==> src/rtl/demux_sel_seq_pkg.sv <==
// Shared encodings for the select sequencer and the downstream 1-to-4 demux.
package demux_sel_seq_pkg;

    typedef enum logic [1:0] {
        StIdle = 2'd0,
        StRun  = 2'd1,
        StDone = 2'd2
    } state_e;

    localparam logic [1:0] SEL0 = 2'b00;
    localparam logic [1:0] SEL1 = 2'b01;
    localparam logic [1:0] SEL2 = 2'b10;
    localparam logic [1:0] SEL3 = 2'b11;

    localparam int unsigned CntW = 16;

    // Output-enable pattern the downstream demux derives from a select code.
    function automatic logic [3:0] sel_onehot(input logic [1:0] sel);
        unique case (sel)
            SEL0:    return 4'b0001;
            SEL1:    return 4'b0010;
            SEL2:    return 4'b0100;
            default: return 4'b1000;
        endcase
    endfunction

endpackage

==> src/rtl/dwell_cnt.sv <==
// Dwell counter: counts enabled cycles and flags the last cycle of a DWELL-long period.
module dwell_cnt
    import demux_sel_seq_pkg::*;
#(
    parameter int unsigned DWELL = 100
) (
    input  logic clk,
    input  logic rst,
    input  logic clr,
    input  logic en,
    output logic tc
);

    localparam logic [CntW-1:0] Last = CntW'(DWELL - 1);

    logic [CntW-1:0] cnt_q, cnt_d;

    assign tc = en && (cnt_q == Last);

    always_comb begin
        cnt_d = cnt_q;
        if (clr) begin
            cnt_d = '0;
        end else if (en) begin
            cnt_d = tc ? '0 : cnt_q + 1'b1;
        end
    end

    always_ff @(posedge clk or posedge rst) begin
        if (rst) begin
            cnt_q <= '0;
        end else begin
            cnt_q <= cnt_d;
        end
    end

endmodule

==> src/rtl/demux_sel_seq.sv <==
// Select sequencer: sweeps a 1-to-4 demux select through 00..11, holding each code DWELL cycles.
module demux_sel_seq
    import demux_sel_seq_pkg::*;
#(
    parameter int unsigned DWELL = 100,
    parameter int unsigned DW    = 1
) (
    input  logic          clk,
    input  logic          rst,
    input  logic          start,
    input  logic          cont,
    input  logic          abort,
    input  logic [DW-1:0] din,
    output logic [DW-1:0] dout,
    output logic [1:0]    sel,
    output logic          busy,
    output logic          done
);

    state_e        state_q, state_d;
    logic [1:0]    sel_q, sel_d;
    logic [DW-1:0] dout_q, dout_d;
    logic          cont_q, cont_d;
    logic          busy_q, busy_d;
    logic          done_q, done_d;
    logic          cnt_clr, cnt_en, cnt_tc;

    // Counter only runs in RUN; any other state (or an abort) parks it at zero.
    assign cnt_en  = (state_q == StRun);
    assign cnt_clr = abort || (state_q != StRun);

    dwell_cnt #(
        .DWELL(DWELL)
    ) u_dwell_cnt (
        .clk(clk),
        .rst(rst),
        .clr(cnt_clr),
        .en (cnt_en),
        .tc (cnt_tc)
    );

    always_comb begin
        state_d = state_q;
        sel_d   = sel_q;
        dout_d  = dout_q;
        cont_d  = cont_q;

        if (abort) begin
            state_d = StIdle;
            sel_d   = SEL0;
            dout_d  = '0;
            cont_d  = 1'b0;
        end else begin
            unique case (state_q)
                StIdle: begin
                    if (start) begin
                        state_d = StRun;
                        sel_d   = SEL0;
                        dout_d  = din;
                        cont_d  = cont;
                    end
                end
                StRun: begin
                    if (cnt_tc) begin
                        if (sel_q != SEL3) begin
                            sel_d = sel_q + 2'd1;
                        end else if (cont_q) begin
                            sel_d = SEL0;
                        end else begin
                            state_d = StDone;
                        end
                    end
                end
                StDone: begin
                    state_d = StIdle;
                    sel_d   = SEL0;
                    dout_d  = '0;
                end
                default: begin
                    state_d = StIdle;
                    sel_d   = SEL0;
                    dout_d  = '0;
                end
            endcase
        end

        busy_d = (state_d == StRun);
        done_d = (state_d == StDone);
    end

    always_ff @(posedge clk or posedge rst) begin
        if (rst) begin
            state_q <= StIdle;
            sel_q   <= SEL0;
            dout_q  <= '0;
            cont_q  <= 1'b0;
            busy_q  <= 1'b0;
            done_q  <= 1'b0;
        end else begin
            state_q <= state_d;
            sel_q   <= sel_d;
            dout_q  <= dout_d;
            cont_q  <= cont_d;
            busy_q  <= busy_d;
            done_q  <= done_d;
        end
    end

    assign sel  = sel_q;
    assign dout = dout_q;
    assign busy = busy_q;
    assign done = done_q;

endmodule

==> config.mk <==
export PLATFORM = sky130hd
export DESIGN_NAME = demux_sel_seq
export DESIGN_NICKNAME = d
export VERILOG_FILES = /design/src/rtl/demux_sel_seq_pkg.sv /design/src/rtl/dwell_cnt.sv /design/src/rtl/demux_sel_seq.sv
export SDC_FILE = /design/constraint.sdc
export NUM_CORES = 1
export LEC_CHECK = 0
export CORE_UTILIZATION = 55
export DETAILED_ROUTE_END_ITERATION = 10
export GPL_ROUTABILITY_DRIVEN = 0
export PLACE_DENSITY = 0.75
export SYNTH_ARGS = -nofsm -noshare
export SYNTH_HDL_FRONTEND = slang
export SYNTH_SLANG_ARGS = --single-unit
==> constraint.sdc <==
create_clock -name clk -period 3.5 [get_ports clk]
set_clock_uncertainty 0.2 [all_clocks]
set_input_delay 0.35 -clock clk [delete_from_list [all_inputs] [get_ports clk]]
set_output_delay 0.35 -clock clk [all_outputs]
set_load 0.02 [all_outputs]
==> flow_metrics.env, run 1 <==
export IMPL_dieArea_um2=2358
export IMPL_postCtsSetupBuffers=0
export IMPL_grt_max_degree=25
export IMPL_fmax_mhz=464.1
export IMPL_postCtsResizedCells=0
export IMPL_clkLatencyLatePin_ns=0.31
export IMPL_fin_area_um2=1334
export IMPL_synth_edf_count=0
export IMPL_ant_nets=0
export IMPL_crit_start="u_dwell_cnt.cnt_q[0]$_DFFE_PP0P_"
export IMPL_cp_data_required_time_ns=3.49
export IMPL_hold_viol=0
export IMPL_worst_pin_slew_ns=0.9001
export IMPL_grt_pass1_vias=876
export IMPL_cts_root_buf="clkbuf_4"
export IMPL_grt_setup_unrepaired="no"
export IMPL_p_sw_mw=0.09969
export IMPL_p_per_area_nw_per_um2=325.6
export IMPL_vdd_ir_drop_worst_v=0.0002974
export IMPL_cp_max_fo=15
export IMPL_overflow=0
export IMPL_postRouteWirelength_mm=2.216
export IMPL_synth_top_family_by_area="simple AND/OR/NAND/NOR gates"
export IMPL_vias_per_cell=5.697
export IMPL_synthDistinctLibCells=30
export IMPL_placed_cell_area_um2=1311
export IMPL_yosys_area_share_simple=0.2844
export IMPL_synth_top_cell_by_area="dfrtp_1"
export IMPL_grt_use_met2=0.3920
export IMPL_setup_viol=0
export IMPL_p_clk_frac=0.278
export IMPL_synth_ff_type="dfrtp_1"
export IMPL_synth_cells=115
export IMPL_final_cells=152
export IMPL_antennaDiodeCount=0
export IMPL_die_height_um=48.56
export IMPL_rows=16
export IMPL_ys_seq_elements=24
export IMPL_yosys_area_share_xor_xnor=0.1028
export IMPL_grt_first_pass_wirelength_mm=3.919
export IMPL_placed_cells=149
export IMPL_final_min_clock_period_ns=2.155
export IMPL_drtPass1Iterations=4
export IMPL_cp_arrival_ns=2.14
export IMPL_status="completed"
export IMPL_p_int_mw=0.3345
export IMPL_leakagePower_nw=0.5320
export IMPL_cp_end_kind="flop"
export IMPL_ys_warn_count=0
export IMPL_yosysMostFrequentCell="dfrtp_1"
export IMPL_die_w_um=48.56
export IMPL_initial_core_util=0.5956
export IMPL_synth_compound_area_frac=0.04932
export IMPL_async_flop_share=1.000
export IMPL_yosys_area_share_adder=0.02099
export IMPL_fin_hold_ws_ns=0.3138
export IMPL_relSlewSlack=0.3993
export IMPL_core_area_um2=2002
export IMPL_use_met1=0.2454
export IMPL_drc=0
export IMPL_pwr_share_seq=0.653
export IMPL_grt_use_total=0.2197
export IMPL_worstReg2RegStart="u_dwell_cnt.cnt_q[0]$_DFFE_PP0P_"
export IMPL_path_clk_slew_ns=0.13
export IMPL_ctsHoldBuffers=0
export IMPL_avgRoutedWirePerCell_um=14.58
export IMPL_synth_nets=123
export IMPL_io_pins=11
export IMPL_power_frac_comb=0.069
export IMPL_synth_common_cells="dfrtp_1, nor2_1, xnor2_1"
export IMPL_numCtsBuffers=3
export IMPL_synth_area_leaders="dfrtp_1, xnor2_1, nor2_1"
export IMPL_netlist_area_um2=1192
export IMPL_areaGrowthSynthToFinish_pct=11.86
export IMPL_vias=866
export IMPL_cts_max_path_buffers=2
export IMPL_cts_tree="built"
export IMPL_synth_top_area_frac=0.5037
export IMPL_hold_path_class="in2async"
export IMPL_busiest_layer="met2"
export IMPL_slew_violations=0
export IMPL_synth_seq_area_share=0.5037
export IMPL_use_met3=0.04088
export IMPL_finalCritPeriodShare=0.6157
export IMPL_antenna_found_initial=0
export IMPL_avgSynthCellArea_um2=10.37
export IMPL_swShare=0.2296
export IMPL_nets=135
export IMPL_io_buffers=10
export IMPL_synth_mux_area_frac=0.01679
export IMPL_finalSetupTns_ns=0
export IMPL_drive_above_1_share=0.06400
export IMPL_h_tree_depth=1
export IMPL_cts_sinks=24
export IMPL_setup_worst_path_class="reg2reg"
export IMPL_cap_violations=0
export IMPL_first_iter_violations=15
export IMPL_hpwl_mm=1.595
export IMPL_startpoint_type="flop"
==> cells by family (layout without fill, tap and decap cells) <==
group / count (synthesis) / in the layout
xor gates and xnor gates: 14 / 14
buffers and inverters: 6 / 16
adders and majority gates: 2 / 2
DFF: 24 / 24
and+or+nand+nor: 59 / 59
AOI/OAI and AO/OA: 8 / 8
muxes: 2 / 2
==> final cells by class <==
| class | instances | area (um^2) |
|---|---|---|
| repair buffers | 10 | 100.1 |
| flip-flops and latches | 24 | 600.6 |
| fillers | 167 | 668.1 |
| inverters | 3 | 11.26 |
| well taps | 27 | 33.78 |
| clock buffers | 3 | 22.52 |
| multi-input cells | 85 | 565.5 |
==> layout by cell type, fill, tap and decap left out, types with 2 or more instances in the layout <==
master,netlist,routed
clkbuf_4,0,3
clkdlybuf4s50_1,0,10
dfrtp_1,24,24
ha_1,2,2
inv_1,3,3
mux2i_1,2,2
nand2_1,6,6
nand3_1,5,5
nand4_1,6,6
nor2_1,18,18
nor2b_1,2,2
nor3_1,5,5
nor4_1,6,6
o211a_1,2,2
o21ai_0,3,3
xnor2_1,10,10
xor2_1,4,4
==> power groups by stage <==
stage / logic, mW / registers (mW) / clock network [mW]
2_1_floorplan: 0.0157 / 0.290 / 0
3_3_place_gp: 0.0300 / 0.289 / 0
3_5_place_dp: 0.0306 / 0.289 / 0
4_1_cts: 0.0308 / 0.284 / 0.125
5_1_grt: 0.0337 / 0.284 / 0.132
6_report: 0.0299 / 0.284 / 0.121
==> through the flow <==
stage	utilization	worst slack, ns	total power [mW]
2_1_floorplan	-	1.635	0.3061
3_3_place_gp	0.6550	1.317	0.3190
3_5_place_dp	0.6550	1.280	0.3199
4_1_cts	0.6663	1.358	0.4391
5_1_grt	0.6663	1.134	0.4500
6_report	0.6663	1.345	0.4342
==> flip-flops by register name (all words and copies together), names as in the netlist <==
name	cells
sel	2
cont_q	1
dout	1
done	1
state_q	2
busy	1
u_dwell_cnt.cnt_q	16
==> routing by layer <==
layer  wire (um)  part of all wire
met5           0                 0
met4          57             0.026
met3          54             0.024
met2        1139              0.51
met1         965              0.44
==> worst max-delay path, cell delays in order, from the launching register on <==
cell	delay, ns
dfrtp_1	0.43
ha_1	0.28
nor3b_1	0.31
nand4_2	0.24
nand3_1	0.46
nor2_1	0.11
==> worst paths after layout <==
check	cells past startpoint	slack, ns	endpoint
min	2	0.31	dout$_DFFE_PP0P_
max in group asynchronous	2	2.24	u_dwell_cnt.cnt_q[11]$_DFFE_PP0P_
min in group clk	1	0.32	u_dwell_cnt.cnt_q[0]$_DFFE_PP0P_
max reg2reg	5	1.35	u_dwell_cnt.cnt_q[6]$_DFFE_PP0P_
max	5	1.35	u_dwell_cnt.cnt_q[6]$_DFFE_PP0P_
min reg2reg	1	0.32	u_dwell_cnt.cnt_q[0]$_DFFE_PP0P_
No activity file was read; power rests on OpenSTA's default activity.
==> inputs of run 2 (changes only) <==
--- a/config.mk
+++ b/config.mk
@@ -5,10 +5,10 @@
 export SDC_FILE = /design/constraint.sdc
 export NUM_CORES = 1
 export LEC_CHECK = 0
-export CORE_UTILIZATION = 55
+export CORE_UTILIZATION = 50
 export DETAILED_ROUTE_END_ITERATION = 10
 export GPL_ROUTABILITY_DRIVEN = 0
-export PLACE_DENSITY = 0.75
+export PLACE_DENSITY = 0.72
 export SYNTH_ARGS = -nofsm -noshare
 export SYNTH_HDL_FRONTEND = slang
 export SYNTH_SLANG_ARGS = --single-unit
==> constraint.sdc (replaced) <==
create_clock -name clk -period 1.9 [get_ports clk]
set_clock_uncertainty 0.2 [all_clocks]
set_input_delay 0.19 -clock clk [delete_from_list [all_inputs] [get_ports clk]]
set_output_delay 0.19 -clock clk [all_outputs]
set_load 0.02 [all_outputs]
==> run 2 against run 1 <==
Effect of this change: routed wire length decreased by 1.8%; sequential share of layout area decreased by 4.3 points; sequential power increased by 84%; clock-buffer cell count increased by 1; critical path type unchanged; largest cell class unchanged; largest power group unchanged; highest routed layer unchanged.
==> flow_metrics.env, run 2 (synthesis gave the netlist of run 1 again) <==
export IMPL_fin_ws_ns=0.1189
export IMPL_hold_path_class="in2reg"
export IMPL_worstReg2RegStart="u_dwell_cnt.cnt_q[7]$_DFFE_PP0P_"
export IMPL_r2r_end="sel[0]$_DFFE_PP0P_"
export IMPL_leakagePower_nw=0.6215
export IMPL_use_met1=0.2621
export IMPL_die_height_um=50.84
export IMPL_largest_register="u_dwell_cnt.cnt_q"
export IMPL_p_per_area_nw_per_um2=580.2
export IMPL_status="completed"
export IMPL_ant_nets=0
export IMPL_first_iter_violations=21
export IMPL_vdd_ir_drop_worst_v=0.0004039
export IMPL_relSlewSlack=0.7807
export IMPL_drive_above_1_share=0.1583
export IMPL_worstRegToRegCells=4
export IMPL_r2r_setup_slack_ns=0.12
export IMPL_finalCritPeriodShare=0.9374
export IMPL_cts_tree="built"
export IMPL_setup_viol=0
export IMPL_cts_sinks=24
export IMPL_fmax_mhz=561.4
export IMPL_hold_start="cont"
export IMPL_final_min_clock_period_ns=1.781
export IMPL_drtPass1Iterations=4
export IMPL_overflow=0
export IMPL_dieArea_um2=2584
export IMPL_postCtsSetupBuffers=0
export IMPL_largest_reg_flops=16
export IMPL_pwr_share_seq=0.610
export IMPL_core_area_um2=2233
export IMPL_path_clk_slew_ns=0.13
export IMPL_grt_max_degree=25
export IMPL_p_clk_frac=0.312
export IMPL_p_sw_mw=0.1873
export IMPL_power_frac_comb=0.078
export IMPL_use_met3=0.02976
export IMPL_busiest_layer="met2"
export IMPL_h_tree_depth=1
export IMPL_vias=904
export IMPL_numCtsBuffers=3
export IMPL_antenna_found_initial=0
export IMPL_cp_data_required_time_ns=1.96
export IMPL_grt_setup_unrepaired="no"
export IMPL_hpwl_mm=1.651
export IMPL_areaGrowthSynthToFinish_pct=23.71
export IMPL_cap_violations=0
export IMPL_setup_worst_path_class="reg2reg"
export IMPL_initial_core_util=0.5339
export IMPL_p_int_mw=0.6686
export IMPL_hold_viol=0
export IMPL_drc=0
export IMPL_die_w_um=50.84
export IMPL_cts_root_buf="clkbuf_4"
export IMPL_layout_common_cells="dfrtp_1, nor2_1, buf_4, xnor2_1, clkdlybuf4s50_1"
export IMPL_rows=17
export IMPL_antennaDiodeCount=0
export IMPL_grt_pass1_vias=910
export IMPL_io_pins=11
export IMPL_cp_end_kind="flop"
export IMPL_min_path_cells=3
export IMPL_dpl_worst_slack_ns=-0.01067
export IMPL_layout_commonest_cell="dfrtp_1"
export IMPL_swShare=0.2188
export IMPL_vias_per_cell=5.413
export IMPL_cts_max_path_buffers=2
export IMPL_grt_first_pass_wirelength_mm=3.967
export IMPL_slew_violations=0
export IMPL_crit_start="u_dwell_cnt.cnt_q[7]$_DFFE_PP0P_"
export IMPL_hold_end="cont_q$_DFFE_PP0P_"
export IMPL_cp_arrival_ns=1.85
export IMPL_placed_cell_area_um2=1415
export IMPL_nets=148
export IMPL_fin_area_um2=1475
export IMPL_grt_use_total=0.2110
export IMPL_grt_use_met2=0.3556
export IMPL_cp_max_fo=4
export IMPL_startpoint_type="flop"
export IMPL_postRouteWirelength_mm=2.176
export IMPL_avgRoutedWirePerCell_um=13.03
export IMPL_finalSetupTns_ns=0
export IMPL_worst_pin_slew_ns=0.3259
export IMPL_io_buffers=10
export IMPL_clkLatencyLatePin_ns=0.31
==> run 2: cell count changes in the layout (fill, tap and decap cells not counted) <==
cell and delta:
nor4_2 -1, dlygate4sd3_1 +1, buf_4 +11, nor4_4 +1
nor3b_1 -1, clkbuf_8 +1, nor3b_2 +1, buf_12 +1
==> run 2: power groups by stage <==
stage	sequential, mW	clock (mW)	combinational, mW
final	0.522	0.267	0.0668
after global routing	0.523	0.294	0.0747
after CTS	0.522	0.277	0.0684
after detailed placement	0.532	0	0.0666
after global placement	0.532	0	0.0660
after floorplan	0.535	0	0.0289
==> run 2: how the worst max path moves through the flow <==
stage | endpoint | slack [ns] | depth (start not counted)
final | sel[0]$_DFFE_PP0P_ | 0.12 | 4
after CTS | sel[0]$_DFFE_PP0P_ | 0.03 | 5
after floorplan | u_dwell_cnt.cnt_q[10]$_DFFE_PP0P_ | 0.04 | 6
after global routing | sel[0]$_DFFE_PP0P_ | 0.05 | 4
after detailed placement | sel[0]$_DFFE_PP0P_ | -0.01 | 4
after global placement | sel[0]$_DFFE_PP0P_ | 0.02 | 4
==> run 2: stage by stage <==
step / util / hold WS, ns / instances / power [mW]
finish: 0.6605 / 0.2683 / 167 / 0.8559
global route: 0.6605 / 0.2747 / 167 / 0.8916
CTS: 0.6543 / 0.2622 / 167 / 0.8678
detailed placement: 0.6336 / 0.3306 / 162 / 0.5985
global placement: 0.6336 / 0.3253 / 162 / 0.5976
floorplan: - / 0.004622 / 115 / 0.5638
==> run 2: metal layers <==
layer | wire (um) | vias up
li1 | - | 454
met1 | 986 | 431
met2 | 1097 | 15
met3 | 51 | 4
met4 | 41 | 0
met5 | 0 | -
==> run 2: timing repair <==
action,CTS,global route
hold endpoints to repair,19,0
hold buffers,1,0
endpoints found under the setup margin,0,21
resized for setup,0,2
==> run 2: area by class of cell <==
type / count / area, um^2
Timing Repair Buffer: 23 / 212.7
Inverter: 3 / 11.26
Fill cell: 182 / 758.2
Multi-Input combinational cell: 85 / 579.3
Clock buffer: 4 / 36.28
Sequential cell: 24 / 600.6
Tap cell: 28 / 35.03
==> run 2: critical path, stage by stage (launching register included) <==
cell and delay [ns]:
dfrtp_1 0.47, nor4_4 0.38, nand4_2 0.18, or4_1 0.42, nand2_1 0.08
